<file path="config.mk">
export PLATFORM = sky130hd
export DESIGN_NAME = exec_unit_flat
export DESIGN_NICKNAME = d
export VERILOG_FILES = /design/src/rtl/exec_if.sv /design/src/rtl/exec_unit.sv /design/src/flat_wrapper.sv
export SDC_FILE = /design/constraint.sdc
export NUM_CORES = 1
export LEC_CHECK = 0
export CAP_MARGIN = 20
export CORE_UTILIZATION = 45
export CTS_BUF_LIST = sky130_fd_sc_hd__clkbuf_8
export CTS_CLUSTER_SIZE = 30
export DETAILED_ROUTE_END_ITERATION = 16
export PLACE_DENSITY = 0.72
export SYNTH_ARGS = -nofsm -noshare
export SYNTH_HDL_FRONTEND = slang
export SYNTH_SLANG_ARGS = --single-unit
</file>
<file path="constraint.sdc">
create_clock -name clk -period 25 [get_ports clk]
set_clock_uncertainty 0.15 [all_clocks]
set_input_delay 7.5 -clock clk [delete_from_list [all_inputs] [get_ports clk]]
set_output_delay 7.5 -clock clk [all_outputs]
set_load 0.02 [all_outputs]
</file>
<file path="src/rtl/exec_if.sv">
// Control-word and memory-side bundle between the control unit and the execution unit.
// The control unit drives the control word; the datapath returns memory address/data, IR and status.
interface exec_if #(
  parameter int DW = 16
) ();
  logic [2:0]    W_Adr;
  logic [2:0]    R_Adr;
  logic [2:0]    S_Adr;
  logic          adr_sel;
  logic          s_sel;
  logic          pc_ld;
  logic          pc_inc;
  logic          pc_sel;
  logic          ir_ld;
  logic          rw_en;
  logic [3:0]    alu_op;
  logic [DW-1:0] D_in;
  logic [DW-1:0] Address;
  logic [DW-1:0] D_out;
  logic [DW-1:0] IR;
  logic          N;
  logic          Z;
  logic          C;

  modport master (
    output W_Adr, R_Adr, S_Adr, adr_sel, s_sel, pc_ld, pc_inc, pc_sel,
           ir_ld, rw_en, alu_op, D_in,
    input  Address, D_out, IR, N, Z, C
  );

  modport slave (
    input  W_Adr, R_Adr, S_Adr, adr_sel, s_sel, pc_ld, pc_inc, pc_sel,
           ir_ld, rw_en, alu_op, D_in,
    output Address, D_out, IR, N, Z, C
  );
endinterface

</file>
<file path="src/rtl/exec_unit.sv">
// Execution unit: 8x16 register file, PC, IR and ALU, steered one control word per clock.
// Status flags and memory address/data are combinational from the current state and control word.
module exec_unit #(
  parameter int          DW     = 16,
  parameter logic [15:0] PC_RST = 16'h0000
) (
  input logic    clk,
  input logic    reset,
  exec_if.slave  bus
);

  logic [DW-1:0]        rf [8];
  logic [DW-1:0]        pc_q;
  logic [DW-1:0]        ir_q;
  logic [DW-1:0]        r_port;
  logic [DW-1:0]        s_port;
  logic [DW:0]          alu_res;
  logic [DW-1:0]        y;
  logic [DW-1:0]        wr_data;
  logic signed [DW-1:0] br_off;

  // Bit DW of the result carries the carry/borrow; 17-bit math gives both for free.
  function automatic logic [DW:0] alu_f(input logic [3:0] op,
                                        input logic [DW-1:0] r,
                                        input logic [DW-1:0] s);
    logic [DW:0] res;
    case (op)
      4'b0000: res = {1'b0, s};
      4'b0001: res = {1'b0, r};
      4'b0010: res = {1'b0, s} + {{DW{1'b0}}, 1'b1};
      4'b0011: res = {1'b0, s} - {{DW{1'b0}}, 1'b1};
      4'b0100: res = {1'b0, r} + {1'b0, s};
      4'b0101: res = {1'b0, r} - {1'b0, s};
      4'b0110: res = {s[0], 1'b0, s[DW-1:1]};
      4'b0111: res = {s[DW-1], s[DW-2:0], 1'b0};
      default: res = '0;
    endcase
    return res;
  endfunction

  assign r_port  = rf[bus.R_Adr];
  assign s_port  = rf[bus.S_Adr];
  assign alu_res = alu_f(bus.alu_op, r_port, s_port);
  assign y       = alu_res[DW-1:0];
  assign wr_data = bus.s_sel ? bus.D_in : y;
  assign br_off  = {{(DW-8){ir_q[7]}}, ir_q[7:0]};

  assign bus.Address = bus.adr_sel ? r_port : pc_q;
  assign bus.D_out   = s_port;
  assign bus.IR      = ir_q;
  assign bus.N       = y[DW-1];
  assign bus.Z       = (y == '0);
  assign bus.C       = alu_res[DW];

  always_ff @(posedge clk or posedge reset) begin
    if (reset) begin
      for (int i = 0; i < 8; i++) rf[i] <= '0;
    end else if (bus.rw_en) begin
      rf[bus.W_Adr] <= wr_data;
    end
  end

  // A load beats an increment; relative branches use the PC held before this edge.
  always_ff @(posedge clk or posedge reset) begin
    if (reset) begin
      pc_q <= PC_RST;
    end else if (bus.pc_ld) begin
      pc_q <= bus.pc_sel ? r_port : pc_q + $unsigned(br_off);
    end else if (bus.pc_inc) begin
      pc_q <= pc_q + {{(DW-1){1'b0}}, 1'b1};
    end
  end

  always_ff @(posedge clk or posedge reset) begin
    if (reset) begin
      ir_q <= '0;
    end else if (bus.ir_ld) begin
      ir_q <= bus.D_in;
    end
  end

endmodule

</file>
<file path="src/flat_wrapper.sv">
// flat-port wrapper written by rule: the top's interface ports become plain ports
module exec_unit_flat 
#(
  parameter int          DW     = 16,
  parameter logic [15:0] PC_RST = 16'h0000
)
  (clk, reset, bus_W_Adr, bus_R_Adr, bus_S_Adr, bus_adr_sel, bus_s_sel, bus_pc_ld, bus_pc_inc, bus_pc_sel, bus_ir_ld, bus_rw_en, bus_alu_op, bus_D_in, bus_Address, bus_D_out, bus_IR, bus_N, bus_Z, bus_C);
  exec_if #(.DW(DW)) bus_i ();
  input logic clk;
  input logic reset;
  input wire logic [$bits(bus_i.W_Adr)-1:0] bus_W_Adr;
  input wire logic [$bits(bus_i.R_Adr)-1:0] bus_R_Adr;
  input wire logic [$bits(bus_i.S_Adr)-1:0] bus_S_Adr;
  input wire logic [$bits(bus_i.adr_sel)-1:0] bus_adr_sel;
  input wire logic [$bits(bus_i.s_sel)-1:0] bus_s_sel;
  input wire logic [$bits(bus_i.pc_ld)-1:0] bus_pc_ld;
  input wire logic [$bits(bus_i.pc_inc)-1:0] bus_pc_inc;
  input wire logic [$bits(bus_i.pc_sel)-1:0] bus_pc_sel;
  input wire logic [$bits(bus_i.ir_ld)-1:0] bus_ir_ld;
  input wire logic [$bits(bus_i.rw_en)-1:0] bus_rw_en;
  input wire logic [$bits(bus_i.alu_op)-1:0] bus_alu_op;
  input wire logic [$bits(bus_i.D_in)-1:0] bus_D_in;
  output wire logic [$bits(bus_i.Address)-1:0] bus_Address;
  output wire logic [$bits(bus_i.D_out)-1:0] bus_D_out;
  output wire logic [$bits(bus_i.IR)-1:0] bus_IR;
  output wire logic [$bits(bus_i.N)-1:0] bus_N;
  output wire logic [$bits(bus_i.Z)-1:0] bus_Z;
  output wire logic [$bits(bus_i.C)-1:0] bus_C;
  assign bus_i.W_Adr = bus_W_Adr;
  assign bus_i.R_Adr = bus_R_Adr;
  assign bus_i.S_Adr = bus_S_Adr;
  assign bus_i.adr_sel = bus_adr_sel;
  assign bus_i.s_sel = bus_s_sel;
  assign bus_i.pc_ld = bus_pc_ld;
  assign bus_i.pc_inc = bus_pc_inc;
  assign bus_i.pc_sel = bus_pc_sel;
  assign bus_i.ir_ld = bus_ir_ld;
  assign bus_i.rw_en = bus_rw_en;
  assign bus_i.alu_op = bus_alu_op;
  assign bus_i.D_in = bus_D_in;
  assign bus_Address = bus_i.Address;
  assign bus_D_out = bus_i.D_out;
  assign bus_IR = bus_i.IR;
  assign bus_N = bus_i.N;
  assign bus_Z = bus_i.Z;
  assign bus_C = bus_i.C;
  exec_unit #(.DW(DW), .PC_RST(PC_RST)) u_core (.clk(clk), .reset(reset), .bus(bus_i));
endmodule
</file>
==> impl_metrics.py <==
metrics = {
    "sta": {
        "fin_crit_sh": 0.833,
        "setup_violations": 0,
        "worst_pin_slew_ns": 1.08,
        "drv_slew": 0,
        "final_hold_viol_count": 0,
        "rsz0062_at_grt": "no",
        "period_needed_ns": 20.83,
        "fmax_mhz": 48.0,
        "fin_setup_tns_ns": 0,
        "relSlewSlack": 0.258,
    },
    "worst_setup_path": {
        "critPathMaxFanout": 32,
        "path_class": "input pin to output pin",
        "arrival_ns": 13.18,
        "start_kind": "input pin",
        "end_kind": "output pin",
        "critPathRequiredTime_ns": 17.35,
    },
    "drt": {
        "wl_per_cell_um": 21.7,
        "totalWireLength_um": 34800,
        "drt_iter0_markers": 1127,
        "drc": 0,
        "final_antenna_net_count": 0,
        "via_per_inst": 6.21,
        "vias": 9971,
        "first_pass_iters": 5,
    },
    "floorplan": {
        "core-area_um2": 25300,
        "row_count": 58,
        "start_util": 0.459,
        "fp.dieW_um": 162,
        "dieArea_um2": 26400,
        "die_h_um": 162,
        "io_pins": 89,
    },
    "clock_network": {
        "cts_root_buffer": "clkbuf_8",
        "cts_setup_buffers": 0,
        "clock-sinks": 160,
        "clk_pin_slew_ns": 0.09,
        "clkLatencyLatePin_ns": 0.47,
        "ctsResizeCount": 0,
        "cts_buffers": 17,
        "cts_max_level": 4,
        "cts_tree": "done",
        "hold_buffers": 0,
        "clk_path_buf_depth": 2,
    },
    "grt": {
        "grt_max_degree": 114,
        "antenna_found_initial": 0,
        "overflow": 0,
        "grt_usage": 0.272,
        "grt_pass1_vias": 9574,
        "grt_pass1_wl_um": 54500,
    },
    "min_path": {
        "hold_path.class": "flop to flop",
    },
    "job": {
        "maxCapViolations": 0,
    },
    "yosys": {
        "synth-main-ff-cell": "dfrtp_1",
        "syn_nets": 1288,
        "yosysSeqAreaShare": 0.345,
        "synth.distinct_cells": 79,
        "synthesis.instances": 1199,
        "ys_warn_count": 0,
        "synth-seq-cells": 160,
        "ys_async_sr_fraction": 1.00,
        "syn_area_um2": 11600,
        "synth_edf_count": 0,
        "avgSynthCellArea_um2": 9.67,
    },
    "final_layout": {
        "syn_to_final_growth_pct": 14.3,
        "final_cell_mix": "nand2_1, dfrtp_1, o21ai_0",
        "drive_gt1_frac": 0.119,
        "fin_nets": 1352,
        "final_util": 0.525,
        "antenna_cells": 0,
        "layout.cells.most_common": "nand2_1",
    },
    "status": {
        "status": "finished, final reports clean",
    },
    "power_and_ir_drop": {
        "ir_worst_vdd_mv": 0.0349,
        "power.leakage_nw": 5.74,
        "powerDensity_nw_per_um2": 88.7,
    },
    "placement": {
        "place_congestion": 0.986,
        "dp_hpwl_um": 25400,
        "numPortBuffers": 88,
    },
}
worst max-delay path, cell delays in order:
cell and delay, ns:
clkdlybuf4s50_1 0.45, buf_4 0.38, mux4_2 0.37, mux2i_1 0.50
nand2_1 0.14, a21oi_1 0.30, nand2_1 0.11, xnor2_1 0.14
ha_1 0.35, a21o_1 0.23, a31oi_1 0.19, a2bb2oi_1 0.26
a31oi_1 0.22, and4b_1 0.26, o31ai_1 0.23, o211ai_1 0.17
or4_1 0.53, nor3_2 0.20, clkdlybuf4s50_1 0.65
per-layer routing:
layer	up-vias	wire, um	global-route usage
met2	409	16400	0.430
met5	-	0	0
met1	4905	14900	0.376
met4	0	989	0.0999
met3	57	2560	0.0428
li1	4600	-	-
cell families (layout without fill, tap and decap cells):
logic type | count (synthesis) | after routing | synth area share
compound gates | 341 | 341 | 0.181
fa+ha+maj | 51 | 51 | 0.0570
xor+xnor | 61 | 61 | 0.0461
simple gates | 354 | 354 | 0.137
buf+inv | 101 | 178 | 0.0381
mux | 131 | 131 | 0.195
flops | 160 | 160 | 0.345
sequential cells by signal, summed over array words and instances (netlist names):
register,flops
u_core.pc_q,16
u_core.bus.IR,16
u_core.rf,128
cell usage after synthesis (17+ instances only):
cell	instances	area share
o31ai_1	18	0.012
o21ai_0	152	0.066
mux4_1	17	0.039
clkbuf_1	43	0.014
nor2_1	72	0.023
xnor2_1	38	0.029
mux2i_1	34	0.029
a21oi_1	49	0.021
dfrtp_1	160	0.35
o22ai_1	20	0.011
mux4_2	47	0.091
xor2_1	23	0.017
ha_1	48	0.052
mux2_2	27	0.026
nand2_1	184	0.060
inv_1	34	0.011
worst paths after layout:
check / start / to / slack (ns) / depth (start not counted)
worst max-delay path: bus_S_Adr[2] / bus_Z / 4.17 / 19
worst min-delay path: u_core.rf[46] / u_core.rf[46] / 0.36 / 2
worst max register to register: u_core.rf[68] / u_core.rf[110] / 19.86 / 16
worst min register to register: u_core.rf[46] / u_core.rf[46] / 0.36 / 2
max in group asynchronous: reset / u_core.rf[13] / 16.14 / 4
min in group asynchronous: reset / u_core.rf[38] / 7.19 / 2
power breakdown:
group,internal [mW],leakage [nW],total (mW),switching [mW]
Combinational,0.259,3.49,0.595,0.336
Sequential,0.320,2.03,0.374,0.0548
Clock,0.107,0.213,0.206,0.0989
metrics by stage:
| step | total power, mW | area (um^2) | instances | setup slack [ns] | hold slack (ns) |
|---|---|---|---|---|---|
| 3_3_place_gp | 0.951 | 12700 | 1569 | 4.25 | 0.321 |
| 2_1_floorplan | 0.783 | 11600 | 1199 | 5.50 | 0.308 |
| 4_1_cts | 1.17 | 13200 | 1604 | 4.23 | 0.356 |
| 6_report | 1.18 | 13200 | 1606 | 4.17 | 0.356 |
| 3_5_place_dp | 0.960 | 12800 | 1572 | 4.25 | 0.335 |
| 5_1_grt | 1.25 | 13200 | 1606 | 3.79 | 0.374 |
cell type report:
cell class              instances  area [um^2]
fillers                      2287        12000
multi-input cells             938         7150
flip-flops and latches        160         4000
repair buffers                108         1100
well taps                     330          413
clock buffers                  20          275
clock inverters                12          156
inverters                      38          148
Power figures use the tool's default switching activity.
